===== src/rtl/movavg_drv.sv =====
// Feeds a movavg core from a valid/ready stream: a small FIFO supplies din on each read pulse,
// and a tag pipeline marks which dout values are real results to forward downstream.
module movavg_drv #(
  parameter int DEPTH   = 4,
  parameter int RES_LAT = 5
) (
  input  logic        clk,
  input  logic        reset,
  input  logic [63:0] in_data,
  input  logic        in_valid,
  output logic        in_ready,
  input  logic        read,
  output logic [63:0] din,
  input  logic [63:0] dout,
  output logic [63:0] out_data,
  output logic        out_valid,
  input  logic        out_ready,
  output logic        underrun,
  output logic        overrun
);

  localparam int PW = $clog2(DEPTH);
  localparam int CW = PW + 1;
  localparam logic [CW-1:0] FULL_CNT = CW'(DEPTH);

  logic [63:0]        mem_q [DEPTH];
  logic [PW-1:0]      wr_ptr_q, rd_ptr_q;
  logic [CW-1:0]      count_q, count_d;
  logic [63:0]        din_q;
  logic [63:0]        out_data_q;
  logic               out_valid_q, out_valid_d;
  logic               underrun_q, overrun_q;
  logic [RES_LAT-1:0] tag_q;

  logic push, pop, empty, capture, hold_free;

  assign empty     = (count_q == '0);
  assign in_ready  = (count_q < FULL_CNT);
  assign push      = in_valid && in_ready;
  assign pop       = read && !empty;
  assign capture   = tag_q[RES_LAT-1];
  assign hold_free = !out_valid_q || out_ready;

  always_comb begin
    count_d = count_q;
    case ({push, pop})
      2'b10:   count_d = count_q + 1'b1;
      2'b01:   count_d = count_q - 1'b1;
      default: count_d = count_q;
    endcase
  end

  always_comb begin
    out_valid_d = out_valid_q;
    if (capture && hold_free) begin
      out_valid_d = 1'b1;
    end else if (!capture && out_valid_q && out_ready) begin
      out_valid_d = 1'b0;
    end
  end

  // Storage has no reset; the pointers alone decide what is live.
  always_ff @(posedge clk) begin
    if (push) begin
      mem_q[wr_ptr_q] <= in_data;
    end
  end

  always_ff @(posedge clk or negedge reset) begin
    if (!reset) begin
      wr_ptr_q   <= '0;
      rd_ptr_q   <= '0;
      count_q    <= '0;
      din_q      <= '0;
      underrun_q <= 1'b0;
    end else begin
      count_q <= count_d;
      if (push) begin
        wr_ptr_q <= wr_ptr_q + 1'b1;
      end
      if (pop) begin
        rd_ptr_q <= rd_ptr_q + 1'b1;
      end
      if (read) begin
        din_q <= pop ? mem_q[rd_ptr_q] : '0;
      end
      if (read && empty) begin
        underrun_q <= 1'b1;
      end
    end
  end

  // Stage RES_LAT-1 holds a read's tag during the cycle before edge E0+RES_LAT.
  always_ff @(posedge clk or negedge reset) begin
    if (!reset) begin
      tag_q[0] <= 1'b0;
    end else begin
      tag_q[0] <= pop;
    end
  end

  generate
    for (genvar gi = 1; gi < RES_LAT; gi++) begin : g_tag
      always_ff @(posedge clk or negedge reset) begin
        if (!reset) begin
          tag_q[gi] <= 1'b0;
        end else begin
          tag_q[gi] <= tag_q[gi-1];
        end
      end
    end
  endgenerate

  always_ff @(posedge clk or negedge reset) begin
    if (!reset) begin
      out_data_q  <= '0;
      out_valid_q <= 1'b0;
      overrun_q   <= 1'b0;
    end else begin
      out_valid_q <= out_valid_d;
      if (capture && hold_free) begin
        out_data_q <= dout;
      end
      if (capture && !hold_free) begin
        overrun_q <= 1'b1;
      end
    end
  end

  assign din       = din_q;
  assign out_data  = out_data_q;
  assign out_valid = out_valid_q;
  assign underrun  = underrun_q;
  assign overrun   = overrun_q;

endmodule


===== config.mk =====
export PLATFORM = sky130hd
export DESIGN_NAME = movavg_drv
export DESIGN_NICKNAME = d
export VERILOG_FILES = /design/src/rtl/movavg_drv.sv
export SDC_FILE = /design/constraint.sdc
export NUM_CORES = 1
export LEC_CHECK = 0
export ABC_AREA = 1
export CORE_AREA = 10 10 174 176
export CTS_CLUSTER_SIZE = 8
export DETAILED_ROUTE_END_ITERATION = 10
export DIE_AREA = 0 0 184 186
export GPL_TIMING_DRIVEN = 0
export PLACE_DENSITY = 0.85
export SYNTH_ARGS = -nofsm -noshare
export SYNTH_HDL_FRONTEND = slang
export SYNTH_SLANG_ARGS = --single-unit

===== constraint.sdc =====
create_clock -name clk -period 8.83 [get_ports clk]
set_input_delay 1.3245 -clock clk [delete_from_list [all_inputs] [get_ports clk]]
set_output_delay 1.3245 -clock clk [all_outputs]
set_load 0.01 [all_outputs]

==> results.yml, run 1 <==
sta:
  finalSetupViolations: 0
  finalCriticalPeriod_ns: 3.05
  tightest_slew_ns: 0.846
  fin_crit_sh_pct: 34.6
  hold_viol: 0
  fmax_ghz: 0.327
  setup-tns-final_ns: 0
  slew_viol_final: 0
  slew_headroom_pct: 43.5
  finalClockSkew_ns: 0.0298
  grt_setup_unrepaired: "no"
  setup_ws_ns: 5.78
placed_design:
  io_buffers: 264
  preCtsSetupSlack_ns: 5.16
  dp_hpwl_um: 28100
  gp_congestion: 0.892
power_and_ir_drop:
  p_sw_share_pct: 33.7
  switchingPower_mw: 2.32
  p_seq_share_pct: 39.0
  internal_power_mw: 4.56
  p_clk_share_pct: 27.8
  p_leak_nw: 8.25
  irDropWorstVdd_mv: 0.217
  combPwrFrac_pct: 33.2
  power_density_nw_per_um2: 344
die:
  core_area_sq_um: 26700
  start_util_pct: 56.6
  pin_count: 265
  dieArea_sq_um: 34200
  die_h_um: 186
  rows: 60
  fp.dieW_um: 184
detailed_routing:
  finalWirelength_um: 42800
  dr.pass1.iters: 6
  drc: 0
  wire_per_inst_um: 21.4
  viasPerCell: 5.64
  postRouteAntennaNets: 0
  drt-initial-drc-count: 1196
  vias: 11300
cts:
  root_buffer: "clkbuf_16"
  cts_tree: "done"
  clkLatencyLatePin_ns: 0.58
  cts_buffer_depth: 3
  hold_buffers: 0
  cts.sinks: 399
  cts_setup_buffers: 0
  cts_resized: 0
  htreeDepth: 2
  cts_buffers: 55
  clk_pin_slew_ns: 0.05
yosys:
  synth_top_cell_area_share_pct: 50.8
  ys_ff_latch: 399
  ys_async_sr_fraction_pct: 35.8
  syn_inst: 1293
  synthFlopType: "edfxtp_1"
  seq_area_frac_synth_pct: 74.5
  synth_area_leaders: "edfxtp_1 51%, dfrtp_1 24%, nand2_1 13%"
  synthesis.area_sq_um: 15100
  synth_nets: 1432
  avgSynthCellArea_sq_um: 11.7
  yosys.area.top_type: "edfxtp_1"
  yosys.cell_types.count: 19
  synth-edff-count: 256
  ys_warn_count: 0
final_layout:
  area_growth_pct: 32.2
  layout-drive-gt1-share_pct: 7.83
  final_net_count: 1762
grt:
  grt_use_total_pct: 24.6
  grt_max_degree: 92
  grt_pass1_wl_um: 64900
  grt.overflow.total: 0
  grt_pass1_vias: 11700
  antenna_found_initial: 7
flow_run:
  max-cap-violations: 0
worst_setup_path:
  required_ns: 9.10
  critical_path_class: "in -> reg"
  worst_setup_path_end_kind: "flop"
  crit_fanout: 24
  crit_arrival_ns: 3.32
  crit_path_start_kind: "input port"
  r2r_setup_slack_ns: 6.49
status:
  status: "finished, final reports clean"
hold_path:
  hp-class: "reg -> reg"
-- power by group through the flow --
stage,registers (mW),logic [mW],clock network [mW]
finish,2.68,2.28,1.91
global route,2.71,2.49,2.01
CTS,2.68,2.30,1.92
detailed placement,2.70,2.26,0
global placement,2.72,2.14,0
floorplan,2.82,0.978,0
-- flip-flops by register name (all words and copies together) (netlist names), 2 cells and up --
signal    flops
rd_ptr_q      2
out_data     64
tag_q         4
wr_ptr_q      2
mem_q       256
din          64
count_q       3
-- through the flow --
step	std cells	cell area (sq um)	hold WS (ns)	util, %	power, mW
floorplan	1293	15100	0.331	-	3.79
global placement	1898	18200	0.334	68.1	4.86
finish	2006	20000	0.335	74.8	6.88
detailed placement	1907	18400	0.338	68.9	4.96
global route	2005	20000	0.348	74.8	7.22
CTS	2002	20000	0.339	74.8	6.89
-- placed cells by master, fill, tap and decap left out, drive strengths merged, types with 5 or more instances in the layout --
master	netlist	layout
nand2	522	522
clkdlybuf4s50	0	263
nand3	257	257
edfxtp	256	256
dfrtp	143	143
clkbuf	15	107
buf	60	70
inv	17	19
nor2	6	6
ha	5	5
-- critical path, stage by stage --
cell and delay [ns]:
clkdlybuf4s50_1 0.51, nand2_1 0.33, nor2_4 0.64, buf_12 0.28, buf_12 0.22
-- final timing paths --
check,start,endpoint,cells after the start
worst max-delay path,in_valid,mem_q[2][63],5
worst min-delay path,tag_q[2],tag_q[3],0
worst max register to register,count_q[2],mem_q[2][63],5
worst min register to register,tag_q[2],tag_q[3],0
max in group asynchronous,reset,out_data[24],2
min in group asynchronous,reset,din[16],1
-- Yosys cell counts, types with 2 or more instances --
master and number:
clkbuf_1 15, inv_1 14, buf_2 47, xnor2_1 2, ha_1 5, inv_2 3, dfrtp_1 143, nand2_1 522
edfxtp_1 256, nor2_1 6, o21ai_0 2, o21bai_1 2, nand3_1 257, xor2_1 3, buf_1 6, buf_4 7
-- cells by family after synthesis --
family | Yosys count | synth area share (%)
and+or+nand+nor | 785 | 21.6
DFF | 399 | 74.5
xor gates and xnor gates | 5 | 0.290
AOI/OAI and AO/OA | 6 | 0.256
buffers and inverters | 92 | 2.84
adders and majority gates | 6 | 0.546
-- layout make-up --
type	count	area, sq um
Antenna cell	4	10.0
Clock inverter	3	47.5
Inverter	17	63.8
Multi-Input combinational cell	802	3460
Sequential cell	399	11300
Fill cell	1586	6730
Clock buffer	92	1520
Tap cell	341	427
Timing Repair Buffer	273	2840
Buffer	75	367
-- routing by layer --
metal	global-route usage [%]	share of wire (%)
met1	28.4	36
met2	42.6	50
met3	7.29	11
met4	8.75	2.7
met5	0	0.12
Power figures use the tool's default switching activity.
==> run 2, diff against run 1 <==
Settings changed: CORE_AREA 10 10 174 176 to 10 10 189 191, DIE_AREA 0 0 184 186 to 0 0 199 201, PLACE_DENSITY 0.85 to 0.76.
Clock period 8.83 ns to 2.7 ns, I/O delays scaled along.
==> run 2 against run 1 <==
  * Flip-flop and latch count unchanged
  * Highest routed layer unchanged
  * Combinational power increased to 3.2 times the previous value
  * Critical path depth unchanged
  * Utilization decreased by 12 points
  * Largest cell class unchanged
  * Largest power group unchanged
==> results.yml, run 2 (synthesis gave the netlist of run 1 again) <==
die:
  core_area_sq_um: 32000
  fp.dieW_um: 199
  dieArea_sq_um: 40000
  start_util_pct: 47.2
  pin_count: 265
  die_h_um: 201
  rows: 66
grt:
  grt_pass1_wl_um: 64100
  grt_pass1_vias: 11400
  antenna_found_initial: 4
  grt_use_total_pct: 20.6
  grt.overflow.total: 0
  grt_max_degree: 80
cts:
  cts_resized: 0
  clkLatencyLatePin_ns: 0.56
  cts_setup_buffers: 0
  htreeDepth: 2
  cts.sinks: 399
  cts_tree: "done"
  clk_pin_slew_ns: 0.05
  root_buffer: "clkbuf_16"
  cts_buffer_depth: 3
  cts_buffers: 56
worst_setup_path:
  slowest_stage: "nor2_4"
  crit_path_start_kind: "flop"
  critical_path_class: "reg -> reg"
  cp_slowest_stage_delay_ns: 0.70
  crit_arrival_ns: 2.58
  cp_cell_sequence: "inv_1 > nand2_1 > nor2_4 > buf_16 > buf_12"
  r2r_cells: 5
  worst_setup_path_end_kind: "flop"
  required_ns: 2.95
  crit_fanout: 27
final_layout:
  largest_register_ffs: 256
  final_cell_mix: "522 x nand2_1, 263 x clkdlybuf4s50_1, 257 x nand3_1, 256 x edfxtp_1, 143 x dfrtp_1"
  final_net_count: 1764
  largest_register: "mem_q"
  area_growth_pct: 33.3
  stdcell_count: 2078
  design_area_sq_um: 20200
  n_fill_cell: 2405
  layout-drive-gt1-share_pct: 7.97
  final_common_cell: "nand2_1"
  multiInputGateArea_sq_um: 3460
  seqCellArea_sq_um: 11300
detailed_routing:
  dr.pass1.iters: 5
  drt-initial-drc-count: 706
  viasPerCell: 5.24
  finalWirelength_um: 41800
  wire_per_inst_um: 20.1
  drc: 0
  postRouteAntennaNets: 0
  vias: 10900
placed_design:
  preCtsSetupSlack_ns: -0.0310
  dp_cells: 1974
  place_area_sq_um: 18500
  dp_hpwl_um: 29000
  io_buffers: 264
  gp_congestion: 0.886
sta:
  fin_crit_sh_pct: 86.6
  fmax_ghz: 0.427
  grt_setup_unrepaired: "no"
  finalSetupViolations: 0
  finalClockSkew_ns: 0.0104
  slew_viol_final: 0
  setup_ws_ns: 0.361
  finalCriticalPeriod_ns: 2.34
  hold_viol: 0
  holdWs_ns: 0.350
  slew_headroom_pct: 50.2
  tightest_slew_ns: 0.745
power_and_ir_drop:
  irDropWorstVdd_mv: 0.657
  p_leak_nw: 8.29
  power_density_nw_per_um2: 1120
  p_total_mw: 22.6
status:
  status: "finished, final reports clean"
hold_path:
  worstHoldPathCells: 0
  hp-class: "reg -> reg"
flow_run:
  max-cap-violations: 0
## run 2: changes by cell type in the layout (fill, tap and decap cells not counted)
cell,change
inv_16,+2
clkbuf_8,+1
clkinv_16,-1
clkbuf_16,+2
dlygate4sd3_1,+1
clkbuf_1,+3
clkinv_4,+1
diode_2,-2
inv_6,-2
## run 2: area by class of cell
cell class	count	area share [%]
Timing Repair Buffer	274	14.1
Clock buffer	98	7.89
Antenna cell	2	0.0248
Tap cell	408	2.53
Buffer	75	1.82
Inverter	17	0.316
Sequential cell	399	55.9
Multi-Input combinational cell	802	17.2
Clock inverter	3	0.242
## run 2: final timing paths
path,end,start,slack [ns]
max,mem_q[2][36],count_q[2],0.36
min,capture,tag_q[3],0.35
max reg2reg,mem_q[2][36],count_q[2],0.36
min reg2reg,capture,tag_q[3],0.35
max in group asynchronous,din[1],reset,1.43
min in group asynchronous,out_data[60],reset,0.42
## run 2: per-stage QoR
stage	setup TNS, ns	util [%]
5_1_grt	0	62.9
4_1_cts	0	62.9
6_report	0	62.9
3_3_place_gp	-1152.34	57.1
2_1_floorplan	-35.87	-
3_5_place_dp	-0.693	57.8
## run 2: where the power goes
group | total [mW] | leakage (nW) | switching, mW | internal, mW
registers | 8.73 | 4.08 | 0.663 | 8.06
clock network | 6.45 | 0.781 | 2.50 | 3.95
logic | 7.38 | 3.43 | 4.32 | 3.07
total | 22.6 | 8.29 | 7.48 | 15.1
## run 2: worst max-delay path: cells and delay by family, from the launching register on
family,cells,cell delay (ns)
AND/OR/NAND/NOR,2,1.02
flip-flops,1,0.38
buffers and inverters,3,0.59
## run 2: timing repair
action,in CTS,in global routing
endpoints found under the hold margin,64,0
hold buffers,1,0
setup endpoints to repair,0,0
## run 2: metal layers
metal  GRT usage [%]  up-vias  wire (um)
met1            24.3     5243      16400
met5               0        -         23
met3            6.17       75       4000
met4            7.90        4       1270
li1                -     5069          -
met2            34.6      488      20200
